File: src/rtl/pe_seq_pkg.sv
// Shared types and helpers for the 1D-convolution PE sequencer.
package pe_seq_pkg;

  typedef enum logic [1:0] {
    OP_CLEAR    = 2'd0,
    OP_MAC      = 2'd1,
    OP_ADD_PSUM = 2'd2,
    OP_EMIT     = 2'd3
  } cmd_op_t;

  typedef enum logic [2:0] {
    S_IDLE,
    S_CLEAR,
    S_MAC,
    S_ADD,
    S_EMIT,
    S_DONE
  } state_t;

  // Output pixels per row; a zero stride behaves as stride 1.
  function automatic int num_out(input int depth_i, input int depth_f, input int stride);
    int s;
    s = (stride < 1) ? 1 : stride;
    return (depth_i - depth_f) / s + 1;
  endfunction

endpackage

File: src/rtl/pe_conv_sequencer_if.sv
// Start/command/done channels between the PE control and the sequencer.
interface pe_conv_sequencer_if #(
  parameter int ADDR_I = 3,
  parameter int ADDR_F = 2
) ();
  logic                  start_valid;
  logic                  start_ready;
  logic                  cmd_valid;
  logic                  cmd_ready;
  pe_seq_pkg::cmd_op_t   cmd_op;
  logic [ADDR_F-1:0]     cmd_filter_addr;
  logic [ADDR_I-1:0]     cmd_ifmap_addr;
  logic [ADDR_I-1:0]     out_idx;
  logic                  done_valid;
  logic                  done_ready;
  logic                  busy;

  modport master (
    input  start_valid, cmd_ready, done_ready,
    output start_ready, cmd_valid, cmd_op, cmd_filter_addr, cmd_ifmap_addr,
           out_idx, done_valid, busy
  );

  modport slave (
    output start_valid, cmd_ready, done_ready,
    input  start_ready, cmd_valid, cmd_op, cmd_filter_addr, cmd_ifmap_addr,
           out_idx, done_valid, busy
  );
endinterface

File: src/rtl/pe_seq_addr_gen.sv
// Output/tap counters and ifmap address generation; exposes next-state values
// so the FSM can register its command outputs. Stride input with PE_SEQ_STRIDE_EN.
module pe_seq_addr_gen
  import pe_seq_pkg::*;
#(
  parameter int DEPTH_I = 5,
  parameter int ADDR_I  = 3,
  parameter int DEPTH_F = 3,
  parameter int ADDR_F  = 2
) (
  input  logic              clk,
  input  logic              reset,
  input  logic              clr_i,
  input  logic              start_i,
`ifdef PE_SEQ_STRIDE_EN
  input  logic [1:0]        stride_i,
`endif
  input  logic              step_k_i,
  input  logic              inc_o_i,
  output logic [ADDR_F-1:0] k_d_o,
  output logic [ADDR_I-1:0] o_d_o,
  output logic [ADDR_I-1:0] ifmap_d_o,
  output logic              last_k_o,
  output logic              last_o_o
);
  localparam int AW = ADDR_I + 2;

  logic [ADDR_I-1:0] o_q, o_d;
  logic [ADDR_F-1:0] k_q, k_d;
  logic [1:0]        stride_eff;

`ifdef PE_SEQ_STRIDE_EN
  logic [1:0] stride_q;
  // Stride is frozen at start acceptance for the whole row.
  always_ff @(posedge clk) begin
    if (reset)        stride_q <= 2'd1;
    else if (start_i) stride_q <= (stride_i == 2'd0) ? 2'd1 : stride_i;
  end
  assign stride_eff = stride_q;
`else
  assign stride_eff = 2'd1;
`endif

  assign last_k_o = (int'(k_q) == DEPTH_F - 1);
  assign last_o_o = (int'(o_q) == num_out(DEPTH_I, DEPTH_F, int'(stride_eff)) - 1);

  always_comb begin
    o_d = o_q;
    k_d = k_q;
    if (clr_i) begin
      o_d = '0;
      k_d = '0;
    end else begin
      if (step_k_i) k_d = last_k_o ? '0 : k_q + ADDR_F'(1);
      if (inc_o_i)  o_d = o_q + ADDR_I'(1);
    end
  end

  always_ff @(posedge clk) begin
    if (reset) begin
      o_q <= '0;
      k_q <= '0;
    end else begin
      o_q <= o_d;
      k_q <= k_d;
    end
  end

  assign k_d_o     = k_d;
  assign o_d_o     = o_d;
  assign ifmap_d_o = ADDR_I'(AW'(o_d) * AW'(stride_eff) + AW'(k_d));

endmodule

File: src/rtl/pe_conv_sequencer.sv
// Row-convolution command sequencer: CLEAR, MACs, ADD_PSUM, EMIT per output pixel.
// Optional PE_SEQ_STRIDE_EN adds a sampled stride input.
module pe_conv_sequencer
  import pe_seq_pkg::*;
#(
  parameter int DEPTH_I = 5,
  parameter int ADDR_I  = 3,
  parameter int DEPTH_F = 3,
  parameter int ADDR_F  = 2
) (
  input  logic clk,
  input  logic reset,
`ifdef PE_SEQ_STRIDE_EN
  input  logic [1:0] stride,
`endif
  pe_conv_sequencer_if.master bus
);
  state_t            state_q;
  logic              cmd_valid_q, done_valid_q, busy_q, start_ready_q;
  cmd_op_t           cmd_op_q;
  logic [ADDR_F-1:0] filter_addr_q;
  logic [ADDR_I-1:0] ifmap_addr_q, out_idx_q;

  logic [ADDR_F-1:0] k_d;
  logic [ADDR_I-1:0] o_d, ifmap_d;
  logic              last_k, last_o;
  logic              fire, start_acc, done_acc;

  assign fire      = cmd_valid_q & bus.cmd_ready;
  assign start_acc = (state_q == S_IDLE) & bus.start_valid;
  assign done_acc  = (state_q == S_DONE) & bus.done_ready;

  pe_seq_addr_gen #(
    .DEPTH_I(DEPTH_I), .ADDR_I(ADDR_I), .DEPTH_F(DEPTH_F), .ADDR_F(ADDR_F)
  ) u_addr (
    .clk      (clk),
    .reset    (reset),
    .clr_i    (start_acc | done_acc),
    .start_i  (start_acc),
`ifdef PE_SEQ_STRIDE_EN
    .stride_i (stride),
`endif
    .step_k_i (fire & (state_q == S_MAC)),
    .inc_o_i  (fire & (state_q == S_EMIT) & ~last_o),
    .k_d_o    (k_d),
    .o_d_o    (o_d),
    .ifmap_d_o(ifmap_d),
    .last_k_o (last_k),
    .last_o_o (last_o)
  );

  // Outputs only change on a transfer, so a stalled command holds steady.
  always_ff @(posedge clk) begin
    if (reset) begin
      state_q       <= S_IDLE;
      cmd_valid_q   <= 1'b0;
      cmd_op_q      <= OP_CLEAR;
      filter_addr_q <= '0;
      ifmap_addr_q  <= '0;
      out_idx_q     <= '0;
      done_valid_q  <= 1'b0;
      busy_q        <= 1'b0;
      start_ready_q <= 1'b1;
    end else begin
      case (state_q)
        S_IDLE: if (bus.start_valid) begin
          state_q       <= S_CLEAR;
          cmd_valid_q   <= 1'b1;
          cmd_op_q      <= OP_CLEAR;
          out_idx_q     <= '0;
          busy_q        <= 1'b1;
          start_ready_q <= 1'b0;
        end
        S_CLEAR: if (fire) begin
          state_q       <= S_MAC;
          cmd_op_q      <= OP_MAC;
          filter_addr_q <= k_d;
          ifmap_addr_q  <= ifmap_d;
        end
        S_MAC: if (fire) begin
          if (last_k) begin
            state_q       <= S_ADD;
            cmd_op_q      <= OP_ADD_PSUM;
            filter_addr_q <= '0;
            ifmap_addr_q  <= '0;
          end else begin
            filter_addr_q <= k_d;
            ifmap_addr_q  <= ifmap_d;
          end
        end
        S_ADD: if (fire) begin
          state_q  <= S_EMIT;
          cmd_op_q <= OP_EMIT;
        end
        S_EMIT: if (fire) begin
          cmd_op_q <= OP_CLEAR;
          if (last_o) begin
            state_q      <= S_DONE;
            cmd_valid_q  <= 1'b0;
            done_valid_q <= 1'b1;
          end else begin
            state_q   <= S_CLEAR;
            out_idx_q <= o_d;
          end
        end
        S_DONE: if (bus.done_ready) begin
          state_q       <= S_IDLE;
          done_valid_q  <= 1'b0;
          busy_q        <= 1'b0;
          start_ready_q <= 1'b1;
          out_idx_q     <= '0;
        end
        default: state_q <= S_IDLE;
      endcase
    end
  end

  assign bus.start_ready     = start_ready_q;
  assign bus.cmd_valid       = cmd_valid_q;
  assign bus.cmd_op          = cmd_op_q;
  assign bus.cmd_filter_addr = filter_addr_q;
  assign bus.cmd_ifmap_addr  = ifmap_addr_q;
  assign bus.out_idx         = out_idx_q;
  assign bus.done_valid      = done_valid_q;
  assign bus.busy            = busy_q;

  mac_addr_in_range: assert property (@(posedge clk) disable iff (reset)
    (cmd_valid_q && cmd_op_q == OP_MAC) |-> (int'(ifmap_addr_q) < DEPTH_I));

endmodule

File: src/flat_wrapper.sv
// flat-port wrapper written by rule: the top's interface ports become plain ports
module pe_conv_sequencer_flat import pe_seq_pkg::*;
#(
  parameter int DEPTH_I = 5,
  parameter int ADDR_I  = 3,
  parameter int DEPTH_F = 3,
  parameter int ADDR_F  = 2
)
  (clk, reset, bus_start_valid, bus_cmd_ready, bus_done_ready, bus_start_ready, bus_cmd_valid, bus_cmd_op, bus_cmd_filter_addr, bus_cmd_ifmap_addr, bus_out_idx, bus_done_valid, bus_busy);
  pe_conv_sequencer_if #(.ADDR_I(ADDR_I), .ADDR_F(ADDR_F)) bus_i ();
  input  logic clk;
  input  logic reset;
  input wire logic [$bits(bus_i.start_valid)-1:0] bus_start_valid;
  input wire logic [$bits(bus_i.cmd_ready)-1:0] bus_cmd_ready;
  input wire logic [$bits(bus_i.done_ready)-1:0] bus_done_ready;
  output wire logic [$bits(bus_i.start_ready)-1:0] bus_start_ready;
  output wire logic [$bits(bus_i.cmd_valid)-1:0] bus_cmd_valid;
  output wire logic [$bits(bus_i.cmd_op)-1:0] bus_cmd_op;
  output wire logic [$bits(bus_i.cmd_filter_addr)-1:0] bus_cmd_filter_addr;
  output wire logic [$bits(bus_i.cmd_ifmap_addr)-1:0] bus_cmd_ifmap_addr;
  output wire logic [$bits(bus_i.out_idx)-1:0] bus_out_idx;
  output wire logic [$bits(bus_i.done_valid)-1:0] bus_done_valid;
  output wire logic [$bits(bus_i.busy)-1:0] bus_busy;
  assign bus_i.start_valid = bus_start_valid;
  assign bus_i.cmd_ready = bus_cmd_ready;
  assign bus_i.done_ready = bus_done_ready;
  assign bus_start_ready = bus_i.start_ready;
  assign bus_cmd_valid = bus_i.cmd_valid;
  assign bus_cmd_op = bus_i.cmd_op;
  assign bus_cmd_filter_addr = bus_i.cmd_filter_addr;
  assign bus_cmd_ifmap_addr = bus_i.cmd_ifmap_addr;
  assign bus_out_idx = bus_i.out_idx;
  assign bus_done_valid = bus_i.done_valid;
  assign bus_busy = bus_i.busy;
  pe_conv_sequencer #(.DEPTH_I(DEPTH_I), .ADDR_I(ADDR_I), .DEPTH_F(DEPTH_F), .ADDR_F(ADDR_F)) u_core (.clk(clk), .reset(reset), .bus(bus_i));
endmodule
File: config.mk
export PLATFORM = sky130hd
export DESIGN_NAME = pe_conv_sequencer_flat
export DESIGN_NICKNAME = d
export VERILOG_FILES = /design/src/rtl/pe_seq_pkg.sv /design/src/rtl/pe_conv_sequencer_if.sv /design/src/rtl/pe_seq_addr_gen.sv /design/src/rtl/pe_conv_sequencer.sv /design/src/flat_wrapper.sv
export SDC_FILE = /design/constraint.sdc
export NUM_CORES = 1
export LEC_CHECK = 0
export CORE_ASPECT_RATIO = 1.25
export CORE_MARGIN = 5
export CORE_UTILIZATION = 40
export CTS_CLUSTER_SIZE = 10
export DETAILED_ROUTE_END_ITERATION = 7
export PLACE_DENSITY_LB_ADDON = 0.25
export SKIP_LAST_GASP = 1
export SLEW_MARGIN = 20
export SYNTH_ARGS = -nofsm -noshare
export SYNTH_HDL_FRONTEND = slang
export SYNTH_SLANG_ARGS = --single-unit
File: constraint.sdc
create_clock -name clk -period 3 [get_ports clk]
set_clock_uncertainty 0.15 [all_clocks]
set_input_delay 0.9 -clock clk [delete_from_list [all_inputs] [get_ports clk]]
set_output_delay 0.9 -clock clk [all_outputs]
set_load 0.03 [all_outputs]
==> results of run 1 <==
==> layout make-up <==
cell class / instances / area share [%]
Clock buffer: 4 / 2.31
Inverter: 8 / 1.91
Multi-Input combinational cell: 97 / 44.3
Sequential cell: 22 / 28.0
Tap cell: 36 / 2.87
Timing Repair Buffer: 38 / 20.5
==> metal layers <==
| layer | share of wire (%) | GRT usage (%) | vias to the layer above |
|---|---|---|---|
| met5 | 0 | 0 | - |
| met4 | 2.6 | 8.82 | 0 |
| met3 | 4.1 | 2.92 | 6 |
| met2 | 51 | 25.1 | 21 |
| met1 | 42 | 16.4 | 519 |
| li1 | - | - | 556 |
==> cells in the mapped netlist (all sizes together), types with 3 or more instances <==
master | instances | area share, %
nor3b | 3 | 2.3
nor2 | 8 | 2.5
dfxtp | 22 | 37
clkbuf | 5 | 1.6
nor2b | 5 | 2.7
inv | 8 | 2.5
or2 | 3 | 1.6
o21ai | 6 | 2.5
ha | 3 | 3.2
a21oi | 9 | 3.8
xnor2 | 3 | 2.2
nand2 | 6 | 1.9
o2bb2ai | 3 | 2.2
nor3 | 7 | 3.0
nand3 | 3 | 1.3
or3 | 6 | 3.2
buf | 5 | 3.1
==> power by group <==
group | internal [mW] | switching, mW
Combinational | 0.0436 | 0.0526
Sequential | 0.298 | 0.00444
Clock | 0.0741 | 0.0885
==> registers in the layout, indices dropped and copies added, names as in the netlist, 2 cells and up <==
register / flops
u_core.bus.cmd_ifmap_addr: 3
u_core.bus.out_idx: 3
u_core.state_q: 3
u_core.u_addr.o_q: 3
u_core.bus.cmd_filter_addr: 2
u_core.bus.cmd_op: 2
u_core.u_addr.k_q: 2
==> metrics by stage <==
step                      area, sq um  setup WS (ns)  std cells  hold slack [ns]
after floorplan                  1180         -0.183        137            0.282
after global routing             1570       0.000937        205            0.332
final                            1570         0.0516        205            0.312
after global placement           1500         -0.713        200            0.291
after detailed placement         1500         -0.742        200            0.301
after CTS                        1560         0.0448        205            0.319
==> worst paths after layout <==
path	cells past startpoint	from	slack (ns)	endpoint
setup reg to reg	8	u_core.state_q[2]$_SDFFE_PP0P_	0.14	u_core.bus.cmd_ifmap_addr[2]$_SDFFE_PP0P_
hold reg to reg	2	u_core.bus.cmd_ifmap_addr[0]$_SDFFE_PP0P_	0.31	u_core.bus.cmd_ifmap_addr[0]$_SDFFE_PP0P_
hold / removal	2	u_core.bus.cmd_ifmap_addr[0]$_SDFFE_PP0P_	0.31	u_core.bus.cmd_ifmap_addr[0]$_SDFFE_PP0P_
setup / recovery	9	bus_done_ready	0.05	u_core.bus.cmd_ifmap_addr[2]$_SDFFE_PP0P_
==> cells by family after synthesis <==
group / Yosys count / share of synthesized area [%]
multiplexers: 2 / 1.70
AO/OA/AOI/OAI: 34 / 19.5
AND/OR/NAND/NOR: 54 / 27.1
XOR/XNOR: 3 / 2.23
flip-flops: 22 / 37.3
buffers and inverters: 18 / 7.21
adder cells (fa/ha/maj): 4 / 4.88
==> worst max-delay path: stages <==
cell	delay [ns]
dlygate4sd2_1	0.24
and4b_4	0.19
or2_4	0.26
a21oi_4	0.12
ha_2	0.17
inv_1	0.04
fa_2	0.33
or4_1	0.50
a32o_1	0.25
==> layout by cell type, fill, tap and decap left out, types with 5 or more instances in the layout <==
| cell type | count |
|---|---|
| a21oi_1 | 8 |
| buf_4 | 20 |
| clkdlybuf4s50_1 | 15 |
| dfxtp_1 | 22 |
| inv_1 | 8 |
| nand2_1 | 6 |
| nor2_1 | 8 |
| nor2b_1 | 5 |
| nor3_1 | 7 |
| o21ai_0 | 5 |
| or3_1 | 6 |
==> what timing repair did <==
item / in CTS / in global routing
endpoints found under the setup margin: 2 / 1
hold buffers: 0 / 0
pin swaps: 3 / 0
resized for setup: 13 / 2
setup buffers: 1 / 0
==> results.md, run 1 <==
- Initial Util: 40.8%
- Pre-antenna DRT Iters: 4
- Max Fclk: 339 MHz
- Area of the mapped netlist: 1180 sq um
- Root buffer cell: clkbuf_4
- Drt initial violations: 28
- GPL Wtd Cong: 0.886
- Crit start category: primary input
- Total chip power: 0.562 mW
- Global-route wire length before repair: 4860 um
- Status: finished, final reports clean
- Register bit total from synthesis: 22
- Multi-input gate area in the final layout: ~700 sq um
- DR DRC count: 0
- Synth warnings: 0
- Final Max Slew Viols: 0
- Final setup viols: 0
- Worst skew pair latency: 0.30 ns
- DRT antenna net count: 0
- RSZ-0062 raised after global routing: no
- Worst-Margin Slew: roughly 0.37 ns
- Longest Clk Path Bufs: 2
- Die height: 70.7 um
- CP required: around 3 ns
- VDD IR max: 250 uV
- Yosys cell types: 47
- Fin crit period: between 2 and 3 ns
- Final global-route overflow total: 0
- Tot GR Track Use: between 10 and 15%
- DIE WIDTH: 58.6 um
- Area Overhead vs Synth: 33.2%
- # IOs: 19
- Primary FF master, synth: dfxtp_1
- Clock sink total: 22
- Largest net degree at the start of global routing: 23
- P_leak: about 0.59 nW
- Async set-reset flop share out of synthesis: 0%
- Arrival time worst endpoint: around 3 ns
- FP Rows: 22
- Final Hold Fails: 0
- Fillcell total: between 200 and 300
- H-tree levels: 1
- Total negative setup slack: 0 ns
- Final WL: approximately 2800 um
- CTS tree: built
- Antenna violations before repair: 0
- Period utilization: between 90% and 100%
- Post-synth EDFFs: 0
- CP Class: primary input to flop
- Final nets: 179
- Mean Syn Cell Area: 8.61 sq um
- DR vias/cell: 5.38
- Die ar.: 4140 sq um
- Core Util, Final: 54.4%
- Register area share after synthesis: 37.3%
- MaxCap Viol Count: 0
- Post-synthesis cell count: 137
- IO Port Bufs: 18
- DPL Wire Length: 2070 um
- Vias in the first global route: 1151
- Drt wl/cell: 13.4 um
- Crit path capture type: flop
- CTS buffer count: 3
- Core Region: roughly 2900 sq um
- Fraction of layout cells with a size suffix above 1: 22.5%
- # diodes: 0
- Worst-path clk slew: between 0.1 and 0.15 ns
- CP max FO: 4
- Vias post-DR: between 1000 and 1500
- P per Cell Area: 357 nW/um^2
- Synthesized netlist net count: 146
- Register area: 440 sq um
- Hold/Removal Path Class: flop to flop
- Slew margin rel.: 75.5%
(Power assumes the default switching activity.)
==> run 2, diff against run 1 <==
Settings changed: PLACE_DENSITY set to 0.66, PLACE_DENSITY_LB_ADDON 0.25 to not set.
==> results.md, run 2 (same netlist as run 1, synthesis figures left out) <==
- Status: finished, final reports clean
- # IOs: 19
- MaxCap Viol Count: 0
- Core Region: slightly below 3000 sq um
- Worst skew pair latency: 0.31 ns
- Crit path capture type: flop
- Gr busiest metal: met2
- Final global-route overflow total: 0
- Most common cell after layout, fill and taps aside: buf_4
- Final Hold Fails: 0
- Largest net degree at the start of global routing: 21
- Crit start category: primary input
- Largest delay share family, worst path: simple AND/OR/NAND/NOR gates
- Die height: 70.7 um
- Period utilization: 98.4%
- GPL Wtd Cong: 0.821
- Fin crit period: 2.95 ns
- FP Rows: 22
- Vias in the first global route: around 1100
- Critical path buffer and inverter count: 2
- Final nets: about 190
- Final setup viols: 0
- VDD IR max: between 200 and 250 uV
- Worst-path clk slew: 0.12 ns
- CP dominant cell by count: or4_4
- Initial Util: approximately 40%
- CP required: 3.06 ns
- Worst hold slack: 0.297 ns
- DIE WIDTH: between 50 and 60 um
- DR DRC count: 0
- Tot GR Track Use: 14.3%
- Met1 usage: between 10% and 20%
- Worst-Margin Slew: 0.510 ns
- # diodes: 0
- CTS tree: built
- DPL Wire Length: 2060 um
- Global-route wire length before repair: 4770 um
- Drt wl/cell: 13.1 um
- Pre-antenna DRT Iters: 4
- CP cell instances: buf_6, nand3_4, or4_4, a21oi_4, ha_2, inv_2, fa_2, or4_4, a32o_1
- IO Port Bufs: 18
- DRT antenna net count: 0
- Antenna violations before repair: 0
- Final Max Slew Viols: 0
- GR Layer Usage met3: 2.19%
- Die ar.: 4140 sq um
- Post-Place Setup Slack: -0.762 ns
- H-tree levels: 1
- CP Class: primary input to flop
- Vias post-DR: 1123
- Root buffer cell: clkbuf_4
- Clock sink total: 22
- Arrival time worst endpoint: around 3.0 ns
- Commonest cells after routing, fill and taps aside: buf_4 (27), dfxtp_1 (21), clkdlybuf4s50_1 (15), a21oi_1 (8)
- DR vias/cell: 5.30
- P per Cell Area: between 300 and 400 nW/um^2
- P_leak: 0.627 nW
- Slew margin rel.: 65.9%
- Max Fclk: 339 MHz
- CTS buffer count: 3
- Area Overhead vs Synth: 39.2%
- Longest Clk Path Bufs: 2
- Drt initial violations: 14
- Hold/Removal Path Class: flop to flop
- GRT met2 Usage: between 20% and 30%
- Worst path max stage delay: between 0.5 and 0.6 ns
- Final WL: 2780 um
- CP max FO: 4
- Worst Slack Setup Final: 0.0472 ns
- Total chip power: approximately 0.57 mW
- Fraction of layout cells with a size suffix above 1: 28.4%
- Critical-path top delay cell: or4_4
==> run 2: through the flow <==
| stage | TNS (ns) | util, % | instances | cell area (sq um) |
|---|---|---|---|---|
| 2_1_floorplan | -0.183 | - | 137 | 1180 |
| 3_3_place_gp | -1.39 | 52.3 | 202 | 1510 |
| 3_5_place_dp | -1.47 | 52.3 | 202 | 1510 |
| 4_1_cts | 0 | 55.2 | 209 | 1600 |
| 5_1_grt | -0.00311 | 56.8 | 212 | 1640 |
| 6_report | 0 | 56.8 | 212 | 1640 |
==> run 2: per-layer routing <==
layer  share of wire (%)  up-vias
met1                  42      522
met3                 3.8        6
li1                    -      569
met2                  52       26
met4                 2.0        0
met5                   0        -
==> run 2: repair_timing <==
| action | 4_1_cts | 5_1_grt |
|---|---|---|
| setup buffers | 3 | 3 |
| setup endpoints to repair | 2 | 1 |
| cloned | 0 | 0 |
| pin swaps | 5 | 7 |
| hold buffers | 0 | 0 |
| resized for setup | 14 | 10 |
==> run 2: cell type report <==
cell class                 instances  area, sq um
fill                             268         1250
sequential                        22          442
inverter                           8         30.0
clock buffer                       4         36.3
timing repair buffer              45          379
tap                               36         45.0
multi-input combinational         97          711
==> run 2: worst paths after layout <==
| check | from | to | slack [ns] | cells past startpoint |
|---|---|---|---|---|
| worst max register to register | u_core.state_q[2]$_SDFFE_PP0P_ | u_core.bus.cmd_ifmap_addr[2]$_SDFFE_PP0P_ | 0.11 | 8 |
| worst min register to register | u_core.u_addr.o_q[0]$_SDFF_PP0_ | u_core.bus.out_idx[0]$_SDFFE_PP0P_ | 0.30 | 1 |
| worst max-delay path | bus_cmd_ready | u_core.bus.cmd_ifmap_addr[2]$_SDFFE_PP0P_ | 0.05 | 9 |
| worst min-delay path | u_core.u_addr.o_q[0]$_SDFF_PP0_ | u_core.bus.out_idx[0]$_SDFFE_PP0P_ | 0.30 | 1 |
==> run 2: where the power goes <==
group	total (mW)	switching [mW]	leakage, nW	internal [mW]
Clock	0.161	0.0871	0.0210	0.0741
Sequential	0.304	0.00540	0.179	0.298
Combinational	0.103	0.0545	0.428	0.0489
==> run 3, diff against run 2 <==
Settings changed: PLACE_DENSITY 0.66 to 0.68.
==> results.md, run 3 (same netlist as run 1, synthesis figures left out) <==
- Period utilization: 97.9%
- Power Internal: 0.477 mW
- Fin crit period: 2.94 ns
- Commonest cells after routing, fill and taps aside: buf_4 (23), dfxtp_1 (21), clkdlybuf4s50_1 (15), a21oi_1 (8)
- Register area: 442 sq um
- Die ar.: 4140 sq um
- CP Class: primary input to flop
- DR DRC count: 0
- VDD IR max: 331 uV
- Worst-Margin Slew: 0.459 ns
- Total chip power: 0.628 mW
- Tot GR Track Use: about 15%
- Initial Util: about 41%
- Final nets: ~180
- Hold Buf Count CTS: 0
- CTS tree: built
- CP required: 3.08 ns
- DR vias/cell: 5.44
- Worst skew pair latency: 0.32 ns
- Final WL: around 2800 um
- Seq pwr share: 48.3%
- Slew margin rel.: between 60 and 70%
- Die height: 70.7 um
- P_leak: 0.600 nW
- Worst Slack Setup Final: ~0.064 ns
- Arrival time worst endpoint: 3.01 ns
- Worst R2R Start: u_core.state_q[2]$_SDFFE_PP0P_
- Comb pwr share: between 10% and 20%
- Fillcell total: 280
- Switching share of power: 24.0%
- FP Rows: 22
- CTS buffer count: 3
- Antenna violations before repair: 0
- Crit start category: primary input
- P per Cell Area: 393 nW/um^2
- Final Hold Fails: 0
- H-tree levels: 1
- Drt initial violations: 22
- # diodes: 0
- Critical path origin: bus_cmd_ready
- Area Overhead vs Synth: 35.4%
- Hold/Removal Path Class: flop to flop
- Clk pwr share: 36.5%
- Drt wl/cell: 13.6 um
- DIE WIDTH: 58.6 um
- Final Max Slew Viols: 0
- Worst-path clk slew: 0.12 ns
- Vias post-DR: 1127
- Vias in the first global route: 1093
- Multi-input gate area in the final layout: around 690 sq um
- Most common cell after layout, fill and taps aside: buf_4
- Final setup viols: 0
- Pre-antenna DRT Iters: 4
- Final global-route overflow total: 0
- Clock sink total: 22
- CP max FO: 4
- DPL Wire Length: 2100 um
- Switch Pwr: between 0.15 and 0.2 mW
- GPL Wtd Cong: 0.770
- Global-route wire length before repair: between 4000 and 5000 um
- IO Port Bufs: 18
- Largest net degree at the start of global routing: 21
- Crit path capture type: flop
- Reg-to-reg endpoint: u_core.bus.cmd_ifmap_addr[2]$_SDFFE_PP0P_
- Worst r2r path cells: 8
- Longest Clk Path Bufs: 2
- Post-Place Setup Slack: -0.738 ns
- MaxCap Viol Count: 0
- CP endpoint: u_core.bus.cmd_ifmap_addr[2]$_SDFFE_PP0P_
- Max Fclk: 341 MHz
- Core Util, Final: between 50 and 60%
- Root buffer cell: clkbuf_4
- DRT antenna net count: 0
- Status: finished, final reports clean
- Core Region: between 2000 and 3000 sq um
- Fraction of layout cells with a size suffix above 1: 25.7%
- R2r setup slk: 0.10 ns
- # IOs: 19
## run 3: worst min path at each step
stage,start,to,slack [ns],cells after the start
floorplan,u_core.u_addr.o_q[0]$_SDFF_PP0_,u_core.bus.out_idx[0]$_SDFFE_PP0P_,0.28,1
global placement,u_core.bus.cmd_ifmap_addr[1]$_SDFFE_PP0P_,u_core.bus.cmd_ifmap_addr[1]$_SDFFE_PP0P_,0.29,2
detailed placement,u_core.bus.cmd_ifmap_addr[0]$_SDFFE_PP0P_,u_core.bus.cmd_ifmap_addr[0]$_SDFFE_PP0P_,0.30,2
CTS,u_core.bus.cmd_ifmap_addr[0]$_SDFFE_PP0P_,u_core.bus.cmd_ifmap_addr[0]$_SDFFE_PP0P_,0.32,2
global route,u_core.u_addr.o_q[0]$_SDFF_PP0_,u_core.bus.out_idx[0]$_SDFFE_PP0P_,0.32,1
finish,u_core.u_addr.o_q[0]$_SDFF_PP0_,u_core.bus.out_idx[0]$_SDFFE_PP0P_,0.31,1
## run 3: worst max-delay path, stage by stage
cell     delay [ns]
buf_4          0.10
nand3_2        0.08
or4_4          0.44
a21oi_4        0.14
ha_2           0.18
inv_2          0.04
fa_2           0.34
or4_1          0.52
a32o_1         0.25
## run 3: repair_timing
action                                  in CTS  in global routing
pin swaps                                    6                  7
buffers inserted                             3                  0
resized for setup                           12                  8
endpoints found under the setup margin       2                  2
endpoints found under the hold margin        0                  0
## run 3: cell type report
class                      instances  area share, %
clock inverter                     1           1.88
tap                               36           2.82
multi-input combinational         97           43.2
sequential                        22           27.6
inverter                           8           1.88
timing repair buffer              40           21.1
clock buffer                       3           1.41
## run 3: power by group through the flow
| stage | registers (mW) | logic (mW) | clock network (mW) |
|---|---|---|---|
| 6_report | 0.303 | 0.0954 | 0.229 |
| 5_1_grt | 0.305 | 0.105 | 0.252 |
| 4_1_cts | 0.303 | 0.0937 | 0.238 |
| 3_5_place_dp | 0.310 | 0.0891 | 0 |
| 3_3_place_gp | 0.309 | 0.0885 | 0 |
| 2_1_floorplan | 0.317 | 0.0482 | 0 |
## run 3: routing by layer
layer	track usage, %	wire, um
met5	0	0
met4	8.82	66
met3	2.01	80
met1	17.4	1190
met2	25.2	1470
## run 3: metrics by stage
stage	hold slack [ns]	cells	setup TNS (ns)	cell area, sq um
2_1_floorplan	0.282	137	-0.183	1180
3_3_place_gp	0.294	200	-1.52	1500
3_5_place_dp	0.302	200	-1.54	1500
4_1_cts	0.320	207	0	1580
5_1_grt	0.315	207	-0.00510	1600
6_report	0.312	207	0	1600
